===== config.mk =====
export PLATFORM = sky130hd
export DESIGN_NAME = mio_bus_bridge_flat
export DESIGN_NICKNAME = d
export VERILOG_FILES = /design/src/rtl/mio_bus_bridge_pkg.sv /design/src/rtl/mio_bus_bridge_if.sv /design/src/rtl/mio_lane_align.sv /design/src/rtl/mio_bus_bridge.sv /design/src/flat_wrapper.sv
export SDC_FILE = /design/constraint.sdc
export NUM_CORES = 1
export LEC_CHECK = 0
export CAP_MARGIN = 20
export CELL_PAD_IN_SITES_DETAIL_PLACEMENT = 1
export CELL_PAD_IN_SITES_GLOBAL_PLACEMENT = 1
export CORE_ASPECT_RATIO = 0.9
export CORE_MARGIN = 10
export CORE_UTILIZATION = 30
export DETAILED_ROUTE_END_ITERATION = 10
export PLACE_DENSITY_LB_ADDON = 0.1
export RECOVER_POWER = 50
export SLEW_MARGIN = 10
export SYNTH_ARGS = -nofsm -noshare
export SYNTH_HDL_FRONTEND = slang
export SYNTH_SLANG_ARGS = --single-unit

===== constraint.sdc =====
create_clock -name clk -period 2.77 [get_ports clk]
set_input_delay 0.554 -clock clk [delete_from_list [all_inputs] [get_ports clk]]
set_output_delay 0.554 -clock clk [all_outputs]
set_load 0.005 [all_outputs]

===== src/rtl/mio_bus_bridge_pkg.sv =====
`default_nettype none
// ============================================================================
//  Module   : mio_bus_bridge_pkg
//  Purpose  : Shared width codes, region decode constant and access helpers
//             for the memory/IO bus bridge.
//  Revision : 1.0  initial release
// ============================================================================
package mio_bus_bridge_pkg;

    // Core data-memory width codes (dm_ctrl)
    localparam logic [2:0] DM_WORD          = 3'b000;
    localparam logic [2:0] DM_HALFWORD      = 3'b001;
    localparam logic [2:0] DM_HALFWORD_UNS  = 3'b010;
    localparam logic [2:0] DM_BYTE          = 3'b011;
    localparam logic [2:0] DM_BYTE_UNS      = 3'b100;

    // addr[31:28] value that selects the peripheral bus
    localparam logic [3:0] IO_REGION = 4'hF;

    typedef enum logic [1:0] {
        ACC_WORD = 2'd0,
        ACC_HALF = 2'd1,
        ACC_BYTE = 2'd2
    } acc_size_e;

    // Undefined width codes fall back to a full word access.
    function automatic acc_size_e dm_size(input logic [2:0] dm);
        acc_size_e size;
        case (dm)
            DM_HALFWORD, DM_HALFWORD_UNS: size = ACC_HALF;
            DM_BYTE, DM_BYTE_UNS:         size = ACC_BYTE;
            default:                      size = ACC_WORD;
        endcase
        return size;
    endfunction

    function automatic logic is_misaligned(input logic [2:0] dm, input logic [1:0] addr_lo);
        logic bad;
        case (dm_size(dm))
            ACC_WORD: bad = (addr_lo != 2'b00);
            ACC_HALF: bad = addr_lo[0];
            default:  bad = 1'b0;
        endcase
        return bad;
    endfunction

    function automatic logic is_signed_load(input logic [2:0] dm);
        return (dm == DM_BYTE) || (dm == DM_HALFWORD);
    endfunction

endpackage
`default_nettype wire


===== src/rtl/mio_bus_bridge_if.sv =====
`default_nettype none
// ============================================================================
//  Module   : mio_bus_bridge_if
//  Purpose  : CPU-side, RAM-side and peripheral-side signals of the bridge.
//             slave  = the bridge itself, master = its environment.
//  Revision : 1.0  initial release
// ============================================================================
interface mio_bus_bridge_if #(
    parameter int RAM_AW = 10
);
    // CPU data-access port
    logic               cpu_req;
    logic               cpu_we;
    logic [31:0]        cpu_addr;
    logic [31:0]        cpu_wdata;
    logic [2:0]         cpu_dm_ctrl;
    logic [31:0]        cpu_rdata;
    logic               cpu_ready;
    logic               cpu_err;
    // Data RAM port
    logic               ram_en;
    logic [3:0]         ram_we;
    logic [RAM_AW-1:0]  ram_addr;
    logic [31:0]        ram_wdata;
    logic [31:0]        ram_rdata;
    // Peripheral bus port
    logic               io_req;
    logic               io_we;
    logic [31:0]        io_addr;
    logic [31:0]        io_wdata;
    logic [3:0]         io_be;
    logic [31:0]        io_rdata;
    logic               io_ack;

    modport slave (
        input  cpu_req, cpu_we, cpu_addr, cpu_wdata, cpu_dm_ctrl,
        output cpu_rdata, cpu_ready, cpu_err,
        output ram_en, ram_we, ram_addr, ram_wdata,
        input  ram_rdata,
        output io_req, io_we, io_addr, io_wdata, io_be,
        input  io_rdata, io_ack
    );

    modport master (
        output cpu_req, cpu_we, cpu_addr, cpu_wdata, cpu_dm_ctrl,
        input  cpu_rdata, cpu_ready, cpu_err,
        input  ram_en, ram_we, ram_addr, ram_wdata,
        output ram_rdata,
        input  io_req, io_we, io_addr, io_wdata, io_be,
        output io_rdata, io_ack
    );
endinterface
`default_nettype wire


===== src/rtl/mio_lane_align.sv =====
`default_nettype none
// ============================================================================
//  Module   : mio_lane_align
//  Purpose  : Byte-lane mask, store-data replication and load-data lane
//             extraction with sign/zero extension. Purely combinational.
//  Revision : 1.0  initial release
// ============================================================================
module mio_lane_align
    import mio_bus_bridge_pkg::*;
(
    input  wire logic [1:0]  addr_lo,
    input  wire logic [2:0]  dm_ctrl,
    input  wire logic [31:0] wdata,
    input  wire logic [31:0] rdata_raw,
    output logic      [3:0]  lane_mask,
    output logic      [31:0] wdata_rep,
    output logic      [31:0] rdata_ext
);

    logic [31:0] w_shifted;
    logic        w_signed;

    // Lane selection and extension depend only on the access size and offset.
    always_comb begin
        lane_mask = 4'b1111;
        wdata_rep = wdata;
        rdata_ext = rdata_raw;
        w_shifted = rdata_raw;
        w_signed  = is_signed_load(dm_ctrl);
        case (dm_size(dm_ctrl))
            ACC_BYTE: begin
                lane_mask = 4'b0001 << addr_lo;
                wdata_rep = {4{wdata[7:0]}};
                w_shifted = rdata_raw >> {addr_lo, 3'b000};
                rdata_ext = {{24{w_signed & w_shifted[7]}}, w_shifted[7:0]};
            end
            ACC_HALF: begin
                lane_mask = 4'b0011 << {addr_lo[1], 1'b0};
                wdata_rep = {2{wdata[15:0]}};
                w_shifted = rdata_raw >> {addr_lo[1], 4'b0000};
                rdata_ext = {{16{w_signed & w_shifted[15]}}, w_shifted[15:0]};
            end
            default: begin
                lane_mask = 4'b1111;
                wdata_rep = wdata;
                rdata_ext = rdata_raw;
            end
        endcase
    end

endmodule
`default_nettype wire


===== src/rtl/mio_bus_bridge.sv =====
`default_nettype none
// ============================================================================
//  Module   : mio_bus_bridge
//  Purpose  : Routes core data accesses to the word-addressed RAM (1-cycle
//             read latency) or the ack-based peripheral bus, returning
//             extended load data with a one-cycle ready pulse.
//  Revision : 1.0  initial release
// ============================================================================
module mio_bus_bridge
    import mio_bus_bridge_pkg::*;
#(
    parameter int RAM_AW     = 10,
    parameter int IO_TIMEOUT = 255
) (
    input  wire logic         clk,
    input  wire logic         reset,
    mio_bus_bridge_if.slave   bus
);

    typedef enum logic [1:0] {
        S_IDLE    = 2'd0,
        S_RAM_ACC = 2'd1,
        S_IO_ACC  = 2'd2,
        S_RESP    = 2'd3
    } state_e;

    // Counter value seen in the last permitted IO_ACC cycle.
    localparam logic [7:0] TO_LAST = 8'(IO_TIMEOUT - 1);

    state_e      r_state;
    state_e      w_next;
    logic        r_we;
    logic [31:0] r_addr;
    logic [31:0] r_wdata;
    logic [2:0]  r_dm;
    logic        r_err;
    logic        r_is_io;
    logic [31:0] r_io_rdata;
    logic [7:0]  r_cnt;

    logic        w_req_misaligned;
    logic        w_req_is_io;
    logic        w_io_expired;
    logic [3:0]  w_lane_mask;
    logic [31:0] w_wdata_rep;
    logic [31:0] w_rdata_ext;

    assign w_req_misaligned = is_misaligned(bus.cpu_dm_ctrl, bus.cpu_addr[1:0]);
    assign w_req_is_io      = (bus.cpu_addr[31:28] == IO_REGION);
    assign w_io_expired     = (r_cnt == TO_LAST);

    // RAM data arrives during RESP; IO data was captured with the ack.
    mio_lane_align u_lane_align (
        .addr_lo   (r_addr[1:0]),
        .dm_ctrl   (r_dm),
        .wdata     (r_wdata),
        .rdata_raw (r_is_io ? r_io_rdata : bus.ram_rdata),
        .lane_mask (w_lane_mask),
        .wdata_rep (w_wdata_rep),
        .rdata_ext (w_rdata_ext)
    );

    // State register.
    always_ff @(posedge clk) begin
        if (reset) r_state <= S_IDLE;
        else       r_state <= w_next;
    end

    // Request latch, timeout counter and peripheral read-data capture.
    always_ff @(posedge clk) begin
        if (reset) begin
            r_we       <= 1'b0;
            r_addr     <= '0;
            r_wdata    <= '0;
            r_dm       <= '0;
            r_err      <= 1'b0;
            r_is_io    <= 1'b0;
            r_io_rdata <= '0;
            r_cnt      <= '0;
        end else begin
            case (r_state)
                S_IDLE: begin
                    r_cnt <= '0;
                    if (bus.cpu_req) begin
                        r_we       <= bus.cpu_we;
                        r_addr     <= bus.cpu_addr;
                        r_wdata    <= bus.cpu_wdata;
                        r_dm       <= bus.cpu_dm_ctrl;
                        r_err      <= w_req_misaligned;
                        r_is_io    <= w_req_is_io;
                        r_io_rdata <= '0;
                    end
                end
                S_IO_ACC: begin
                    r_cnt <= r_cnt + 8'd1;
                    // An ack in the expiry cycle still completes cleanly.
                    if (bus.io_ack)        r_io_rdata <= bus.io_rdata;
                    else if (w_io_expired) r_err      <= 1'b1;
                end
                default: ;
            endcase
        end
    end

    // Next-state and output decode.
    always_comb begin
        w_next        = r_state;
        bus.cpu_rdata = '0;
        bus.cpu_ready = 1'b0;
        bus.cpu_err   = 1'b0;
        bus.ram_en    = 1'b0;
        bus.ram_we    = '0;
        bus.ram_addr  = '0;
        bus.ram_wdata = '0;
        bus.io_req    = 1'b0;
        bus.io_we     = 1'b0;
        bus.io_addr   = '0;
        bus.io_wdata  = '0;
        bus.io_be     = '0;
        case (r_state)
            S_IDLE: begin
                if (bus.cpu_req) begin
                    if (w_req_misaligned) w_next = S_RESP;
                    else if (w_req_is_io) w_next = S_IO_ACC;
                    else                  w_next = S_RAM_ACC;
                end
            end
            S_RAM_ACC: begin
                bus.ram_en    = 1'b1;
                bus.ram_we    = r_we ? w_lane_mask : 4'b0000;
                bus.ram_addr  = r_addr[RAM_AW+1:2];
                bus.ram_wdata = w_wdata_rep;
                w_next        = S_RESP;
            end
            S_IO_ACC: begin
                bus.io_req   = 1'b1;
                bus.io_we    = r_we;
                bus.io_addr  = r_addr;
                bus.io_wdata = w_wdata_rep;
                bus.io_be    = w_lane_mask;
                if (bus.io_ack || w_io_expired) w_next = S_RESP;
            end
            S_RESP: begin
                bus.cpu_ready = 1'b1;
                bus.cpu_err   = r_err;
                bus.cpu_rdata = (r_err || r_we) ? 32'h0 : w_rdata_ext;
                w_next        = S_IDLE;
            end
            default: w_next = S_IDLE;
        endcase
    end

endmodule
`default_nettype wire

===== src/flat_wrapper.sv =====
// flat-port wrapper written by rule: the top's interface ports become plain ports
module mio_bus_bridge_flat import mio_bus_bridge_pkg::*;
#(
    parameter int RAM_AW     = 10,
    parameter int IO_TIMEOUT = 255
)
  (clk, reset, bus_cpu_req, bus_cpu_we, bus_cpu_addr, bus_cpu_wdata, bus_cpu_dm_ctrl, bus_cpu_rdata, bus_cpu_ready, bus_cpu_err, bus_ram_en, bus_ram_we, bus_ram_addr, bus_ram_wdata, bus_ram_rdata, bus_io_req, bus_io_we, bus_io_addr, bus_io_wdata, bus_io_be, bus_io_rdata, bus_io_ack);
  mio_bus_bridge_if #(.RAM_AW(RAM_AW)) bus_i ();
  input  wire logic clk;
  input  wire logic reset;
  input wire logic [$bits(bus_i.cpu_req)-1:0] bus_cpu_req;
  input wire logic [$bits(bus_i.cpu_we)-1:0] bus_cpu_we;
  input wire logic [$bits(bus_i.cpu_addr)-1:0] bus_cpu_addr;
  input wire logic [$bits(bus_i.cpu_wdata)-1:0] bus_cpu_wdata;
  input wire logic [$bits(bus_i.cpu_dm_ctrl)-1:0] bus_cpu_dm_ctrl;
  output wire logic [$bits(bus_i.cpu_rdata)-1:0] bus_cpu_rdata;
  output wire logic [$bits(bus_i.cpu_ready)-1:0] bus_cpu_ready;
  output wire logic [$bits(bus_i.cpu_err)-1:0] bus_cpu_err;
  output wire logic [$bits(bus_i.ram_en)-1:0] bus_ram_en;
  output wire logic [$bits(bus_i.ram_we)-1:0] bus_ram_we;
  output wire logic [$bits(bus_i.ram_addr)-1:0] bus_ram_addr;
  output wire logic [$bits(bus_i.ram_wdata)-1:0] bus_ram_wdata;
  input wire logic [$bits(bus_i.ram_rdata)-1:0] bus_ram_rdata;
  output wire logic [$bits(bus_i.io_req)-1:0] bus_io_req;
  output wire logic [$bits(bus_i.io_we)-1:0] bus_io_we;
  output wire logic [$bits(bus_i.io_addr)-1:0] bus_io_addr;
  output wire logic [$bits(bus_i.io_wdata)-1:0] bus_io_wdata;
  output wire logic [$bits(bus_i.io_be)-1:0] bus_io_be;
  input wire logic [$bits(bus_i.io_rdata)-1:0] bus_io_rdata;
  input wire logic [$bits(bus_i.io_ack)-1:0] bus_io_ack;
  assign bus_i.cpu_req = bus_cpu_req;
  assign bus_i.cpu_we = bus_cpu_we;
  assign bus_i.cpu_addr = bus_cpu_addr;
  assign bus_i.cpu_wdata = bus_cpu_wdata;
  assign bus_i.cpu_dm_ctrl = bus_cpu_dm_ctrl;
  assign bus_cpu_rdata = bus_i.cpu_rdata;
  assign bus_cpu_ready = bus_i.cpu_ready;
  assign bus_cpu_err = bus_i.cpu_err;
  assign bus_ram_en = bus_i.ram_en;
  assign bus_ram_we = bus_i.ram_we;
  assign bus_ram_addr = bus_i.ram_addr;
  assign bus_ram_wdata = bus_i.ram_wdata;
  assign bus_i.ram_rdata = bus_ram_rdata;
  assign bus_io_req = bus_i.io_req;
  assign bus_io_we = bus_i.io_we;
  assign bus_io_addr = bus_i.io_addr;
  assign bus_io_wdata = bus_i.io_wdata;
  assign bus_io_be = bus_i.io_be;
  assign bus_i.io_rdata = bus_io_rdata;
  assign bus_i.io_ack = bus_io_ack;
  mio_bus_bridge #(.RAM_AW(RAM_AW), .IO_TIMEOUT(IO_TIMEOUT)) u_core (.clk(clk), .reset(reset), .bus(bus_i));
endmodule

==> impl_metrics.env, run 1 <==
export IMPL_postSynth_asyncResetShare_pct=0
export IMPL_final_layout_size_suffix_gt1_share_pct=27.1
export IMPL_fin_crit_ps=3070
export IMPL_synth_most_common_cell="nand2_1"
export IMPL_crit_family="buffers and inverters"
export IMPL_power_frac_comb_pct=55.8
export IMPL_syn_inst=905
export IMPL_coreArea_um2=21800
export IMPL_clk_insertion_delay_late_ps=370
export IMPL_numClockSinks=112
export IMPL_synthTopCellsByArea="dfxtp_1, nand2_1, a21oi_1"
export IMPL_synthToLayoutAreaGrowth_pct=66.7
export IMPL_p_per_area_nw_per_um2=705
export IMPL_firstDrtPassIters=4
export IMPL_ys_seq_area_share_pct=33.4
export IMPL_io_buffers=286
export IMPL_vias=7799
export IMPL_nFillCells=2653
export IMPL_synth_top_cell_by_area="dfxtp_1"
export IMPL_stdcell_area_um2=11200
export IMPL_clk_path_buf_depth=2
export IMPL_synth_area_per_cell_um2=7.42
export IMPL_setup_slack_ps=-300
export IMPL_max_stage_delay_ps=360
export IMPL_power_total_mw=7.89
export IMPL_ys_flop_type="dfxtp_1"
export IMPL_nets=1400
export IMPL_yosysUniqueCellTypes=52
export IMPL_irDropWorstVdd_mv=0.376
export IMPL_syn_area_um2=6720
export IMPL_start_util_pct=30.8
export IMPL_cts_tree="done"
export IMPL_hold_class="flop to flop"
export IMPL_ctsHoldBuffers=0
export IMPL_fin_setup_tns_ps=-16110
export IMPL_ys_ff_latch=112
export IMPL_maxCapViolCount=0
export IMPL_rsz0062_at_grt="yes"
export IMPL_viasPerCell=5.02
export IMPL_cp_end_kind="output port"
export IMPL_cp_num_buf_inv=6
export IMPL_grt_max_degree=65
export IMPL_placed_area_um2=10200
export IMPL_max_freq_mhz=326
export IMPL_clk_pin_slew_ps=90
export IMPL_first_iter_violations=400
export IMPL_setup_viol=85
export IMPL_path_cells="and2b_1 > a22o_1 > ha_4 > buf_8 > buf_12 > buf_6 > buf_6 > a221o_1 > o21ai_2 > buf_4 > nor2b_1 > buf_2"
export IMPL_synth_edf_count=0
export IMPL_dp_final_hpwl_um=22900
export IMPL_antenna_found_initial=6
export IMPL_die_w_um=178
export IMPL_switching_share_pct=40.4
export IMPL_tightest_slew_ps=1050
export IMPL_holdWs_ps=454
export IMPL_die_y_um=162
export IMPL_avgRoutedWirePerCell_um=20.5
export IMPL_finalHoldViolCount=0
export IMPL_fin_skew_ps=9.02
export IMPL_cts_htree_levels=3
export IMPL_p_seq_share_pct=26.1
export IMPL_gp_congestion=0.870
export IMPL_critPathSlowestCell="dfxtp_4"
export IMPL_grt_ovfl_total=0
export IMPL_clkPwrFrac_pct=18.1
export IMPL_place_inst=1477
export IMPL_first_global_vias=8022
export IMPL_io_pins=287
export IMPL_arrival_ps=2520
export IMPL_cts_buffers=9
export IMPL_critPathLaunchType="flop"
export IMPL_cpMostUsedCell="buf_6"
export IMPL_power_leakage_nw=4.47
export IMPL_rows=51
export IMPL_synth_net_count=1051
export IMPL_drc=0
export IMPL_p_int_mw=4.70
export IMPL_crit_required_ps=2220
export IMPL_p_sw_mw=3.19
export IMPL_worstSetupPathType="flop to output port"
export IMPL_routed_wl_um=31800
export IMPL_antenna_left=0
export IMPL_synth_top_area_share_pct=33.4
export IMPL_track_usage_pct=20.8
export IMPL_final_cells=1553
export IMPL_violations="negative setup slack"
export IMPL_synthTopCellsByCount="nand2_1, a21oi_1, dfxtp_1"
export IMPL_die_area_um2=28800
export IMPL_finalCritPeriodShare_pct=111
export IMPL_critical_path_max_fanout=8
export IMPL_grt_pass1_wl_um=47600
export IMPL_ys_warn_count=0
export IMPL_drv_slew=0
export IMPL_maxSlewHeadroom_pct=30.0
export IMPL_cts_root_buf="clkbuf_16"
export IMPL_status="finished, violations left"
-- timing repair --
item | in CTS | in global routing
setup endpoints to repair | 111 | 137
pin swaps | 51 | 48
buffers inserted | 49 | 17
cloned | 1 | 0
resized for setup | 477 | 64
-- area by class of cell --
class / count / area [µm²] / area share, %
antenna: 3 / 7.51 / 0.0671
clock buffer: 10 / 229 / 2.05
clock inverter: 6 / 85.1 / 0.760
inverter: 9 / 41.3 / 0.369
multi-input combinational: 701 / 4520 / 40.4
sequential: 112 / 2250 / 20.1
tap: 291 / 364 / 3.25
timing repair buffer: 421 / 3690 / 33.0
-- cell families after synthesis --
kind of cell             count (synthesis)  share of synthesized area, %
adder cells (fa/ha/maj)                 10                          1.86
buffers and inverters                   92                          6.67
AND/OR/NAND/NOR                        420                          30.7
flip-flops                             112                          33.4
XOR/XNOR                                 3                         0.391
AO/OA/AOI/OAI                          235                          21.8
multiplexers                            33                          5.18
-- registers in the layout, indices dropped and copies added, names as in the netlist --
signal	flops
u_core.r_addr	32
u_core.r_io_rdata	32
u_core.r_wdata	32
u_core.r_cnt	8
u_core.r_dm	3
u_core.r_state	2
u_core.r_err	1
u_core.r_is_io	1
u_core.r_we	1
-- worst reg2reg max path, cell delays in order, from the launching register on --
cell and delay [ps]:
dfxtp_1 330, clkbuf_1 120, inv_1 110, ha_1 290, clkbuf_2 320, clkbuf_4 470
nand2b_1 180, nand3_1 130, buf_6 260, nand2_1 110, a21oi_1 140
-- layout by cell type (no fill, tap or decap), types with 23 or more instances in the layout --
cell / instances
a21oi_1: 113
a21oi_2: 23
and2_1: 76
buf_2: 77
buf_4: 78
buf_6: 42
clkdlybuf4s50_1: 195
dfxtp_1: 107
nand2_1: 200
nand4_1: 36
nor2b_1: 41
-- final timing paths --
path	from	end	slack, ps	cells past startpoint
min reg2reg	u_core.r_addr[28]	u_core.r_addr[28]	450	2
min	u_core.r_addr[28]	u_core.r_addr[28]	450	2
max	u_core.r_dm[0]	bus_ram_wdata[27]	-300	12
max reg2reg	u_core.r_state[0]	u_core.r_io_rdata[2]	230	10
-- per-layer routing --
layer | vias to the layer above | part of all wire [%] | global-route usage (%)
li1 | 3797 | - | -
met1 | 3778 | 43 | 25.3
met2 | 199 | 48 | 34.4
met3 | 21 | 7.7 | 7.58
met4 | 4 | 1.0 | 4.51
met5 | - | 0.10 | 0
-- power groups by stage --
stage | Clock, mW | Combinational [mW] | Sequential, mW
4_1_cts | 1.46 | 4.21 | 2.06
3_5_place_dp | 0 | 3.35 | 2.08
2_1_floorplan | 0 | 1.81 | 1.99
3_3_place_gp | 0 | 3.30 | 2.07
6_report | 1.42 | 4.40 | 2.06
5_1_grt | 1.54 | 4.78 | 2.09
-- per-stage QoR --
step	util [%]	worst slack (ps)
after floorplan	-	196
after global placement	46.8	-250
after detailed placement	46.8	-354
after CTS	50.7	-323
after global routing	51.3	-392
final	51.3	-300
Power figures use the tool's default switching activity.
==> run 2: changes to the inputs <==
--- a/config.mk
+++ b/config.mk
@@ -14,6 +14,7 @@
 export DETAILED_ROUTE_END_ITERATION = 10
 export PLACE_DENSITY_LB_ADDON = 0.1
 export RECOVER_POWER = 50
+export SKIP_CTS_REPAIR_TIMING = 1
 export SLEW_MARGIN = 10
 export SYNTH_ARGS = -nofsm -noshare
 export SYNTH_HDL_FRONTEND = slang
==> impl_metrics.env, run 2 (synthesis results as in run 1) <==
export IMPL_critPathLaunchType="flop"
export IMPL_clk_pin_slew_ps=90
export IMPL_power_leakage_nw=4.31
export IMPL_fin_crit_ps=3230
export IMPL_grt_max_degree=65
export IMPL_track_usage_pct=19.4
export IMPL_die_w_um=178
export IMPL_first_iter_violations=374
export IMPL_avgRoutedWirePerCell_um=20.4
export IMPL_irDropWorstVdd_mv=0.378
export IMPL_nets=1370
export IMPL_r2r_start="u_core.r_state[0]"
export IMPL_critPathSlowestCell="dfxtp_2"
export IMPL_drv_slew=0
export IMPL_crit_required_ps=2220
export IMPL_reg_top3="u_core.r_addr x32, u_core.r_io_rdata x32, u_core.r_wdata x32"
export IMPL_p_per_area_nw_per_um2=693
export IMPL_die_area_um2=28800
export IMPL_finalCritPeriodShare_pct=117
export IMPL_grt_ovfl_total=0
export IMPL_dp_final_hpwl_um=22900
export IMPL_coreArea_um2=21800
export IMPL_numClockSinks=112
export IMPL_rsz0062_at_grt="yes"
export IMPL_maxSlewHeadroom_pct=48.4
export IMPL_hold_depth=2
export IMPL_final_cell_mix="nand2_1, clkdlybuf4s50_1, a21oi_1"
export IMPL_synthToLayoutAreaGrowth_pct=63.7
export IMPL_setup_viol=91
export IMPL_fin_skew_ps=9.89
export IMPL_first_global_vias=7497
export IMPL_drc=0
export IMPL_r2r_end="u_core.r_io_rdata[2]"
export IMPL_stdcell_area_um2=11000
export IMPL_final_cells=1524
export IMPL_violations="negative setup slack"
export IMPL_maxCapViolCount=0
export IMPL_firstDrtPassIters=4
export IMPL_cts_tree="done"
export IMPL_rows=51
export IMPL_final_layout_size_suffix_gt1_share_pct=26.1
export IMPL_vias=7657
export IMPL_cp_end_kind="output port"
export IMPL_cpMostUsedCell="buf_6"
export IMPL_holdWs_ps=454
export IMPL_placed_area_um2=10200
export IMPL_r2r_setup_slack_ps=260
export IMPL_antenna_left=0
export IMPL_finalHoldViolCount=0
export IMPL_setup_slack_ps=-465
export IMPL_cts_root_buf="clkbuf_16"
export IMPL_grt_pass1_wl_um=44300
export IMPL_tightest_slew_ps=774
export IMPL_worstSetupPathType="flop to output port"
export IMPL_final_common_cell="nand2_1"
export IMPL_viasPerCell=5.02
export IMPL_clk_path_buf_depth=2
export IMPL_cts_htree_levels=3
export IMPL_r2r_cells=10
export IMPL_cts_buffers=9
export IMPL_critical_path_max_fanout=7
export IMPL_die_y_um=162
export IMPL_io_buffers=286
export IMPL_start_util_pct=30.8
export IMPL_gp_congestion=0.870
export IMPL_place_inst=1477
export IMPL_arrival_ps=2680
export IMPL_hold_path_startpoint="u_core.r_addr[28]"
export IMPL_min_to="u_core.r_addr[28]"
export IMPL_antenna_found_initial=7
export IMPL_io_pins=287
export IMPL_hold_class="flop to flop"
export IMPL_path_cells="and2b_1 > a22o_1 > buf_4 > buf_6 > inv_4 > ha_4 > buf_6 > or2_4 > buf_6 > a22o_1 > buf_4 > and2_4 > buf_6"
export IMPL_max_stage_delay_ps=320
export IMPL_max_freq_mhz=309
export IMPL_clk_insertion_delay_late_ps=360
export IMPL_routed_wl_um=31100
export IMPL_status="finished, violations left"
-- run 2: cell types whose count changed in the layout (fill, tap and decap cells not counted), moves of 3 or more --
cell      delta
o22ai_2      -6
buf_6       -12
nand2_2      +4
buf_4       -17
o22ai_1      +6
clkbuf_2    +20
nand2_1      -3
buf_2       -21
buf_12       +3
-- run 2: worst max path at each step --
stage / startpoint / to / slack [ps] / cells past startpoint
after floorplan: u_core.r_dm[2] / bus_cpu_rdata[0] / 200 / 8
after global placement: u_core.r_dm[2] / bus_cpu_rdata[5] / -250 / 11
after detailed placement: u_core.r_dm[0] / bus_cpu_rdata[3] / -350 / 11
after CTS: u_core.r_dm[0] / bus_cpu_rdata[3] / -750 / 11
after global routing: u_core.r_dm[2] / bus_ram_wdata[12] / -550 / 13
final: u_core.r_dm[2] / bus_ram_wdata[12] / -460 / 13
-- run 2: final cells by class --
| cell class | count | area [µm²] |
|---|---|---|
| multi-input combinational | 701 | 4540 |
| fill | 2653 | 10800 |
| timing repair buffer | 391 | 3470 |
| tap | 291 | 364 |
| clock inverter | 6 | 85.1 |
| inverter | 9 | 36.3 |
| clock buffer | 10 | 229 |
| sequential | 112 | 2250 |
| antenna | 4 | 10.0 |
-- run 2: critical path, delay by kind of cell, from the launching register on --
family / cells / cell delay (ps)
AOI/OAI and AO/OA: 2 / 430
adders and majority gates: 1 / 160
buffers and inverters: 7 / 780
DFF: 1 / 320
and+or+nand+nor: 3 / 630
-- run 2: per-stage QoR --
stage / power (mW) / utilization [%] / setup slack [ps] / TNS (ps)
floorplan: 3.80 / - / 196 / 0
global placement: 5.37 / 46.8 / -250 / -12000
detailed placement: 5.42 / 46.8 / -354 / -17160
CTS: 6.86 / 48.3 / -752 / -49310
global route: 8.12 / 50.4 / -554 / -30730
finish: 7.61 / 50.4 / -465 / -19860
-- run 2: report_power, final --
group / switching (mW) / internal [mW]
Clock: 0.695 / 0.729
Sequential: 0.213 / 1.85
Combinational: 2.19 / 1.94
Total: 3.10 / 4.51
-- run 2: layer usage --
| metal | share of wire (%) | routed length (µm) | global-route usage [%] | vias up |
|---|---|---|---|---|
| met5 | 0.10 | 32 | 0 | - |
| met4 | 0.98 | 306 | 4.17 | 4 |
| met3 | 6.7 | 2090 | 6.98 | 23 |
| met2 | 48 | 14900 | 31.3 | 188 |
| met1 | 44 | 13800 | 24.3 | 3699 |
| li1 | - | - | - | 3743 |
==> run 3: changes to the inputs <==
--- a/config.mk
+++ b/config.mk
@@ -14,8 +14,6 @@
 export DETAILED_ROUTE_END_ITERATION = 10
 export PLACE_DENSITY_LB_ADDON = 0.1
 export RECOVER_POWER = 50
-export SKIP_CTS_REPAIR_TIMING = 1
-export SLEW_MARGIN = 10
 export SYNTH_ARGS = -nofsm -noshare
 export SYNTH_HDL_FRONTEND = slang
 export SYNTH_SLANG_ARGS = --single-unit
==> results of run 3 <==
No change in the layout: final DEF, timing and power equal those of run 1.
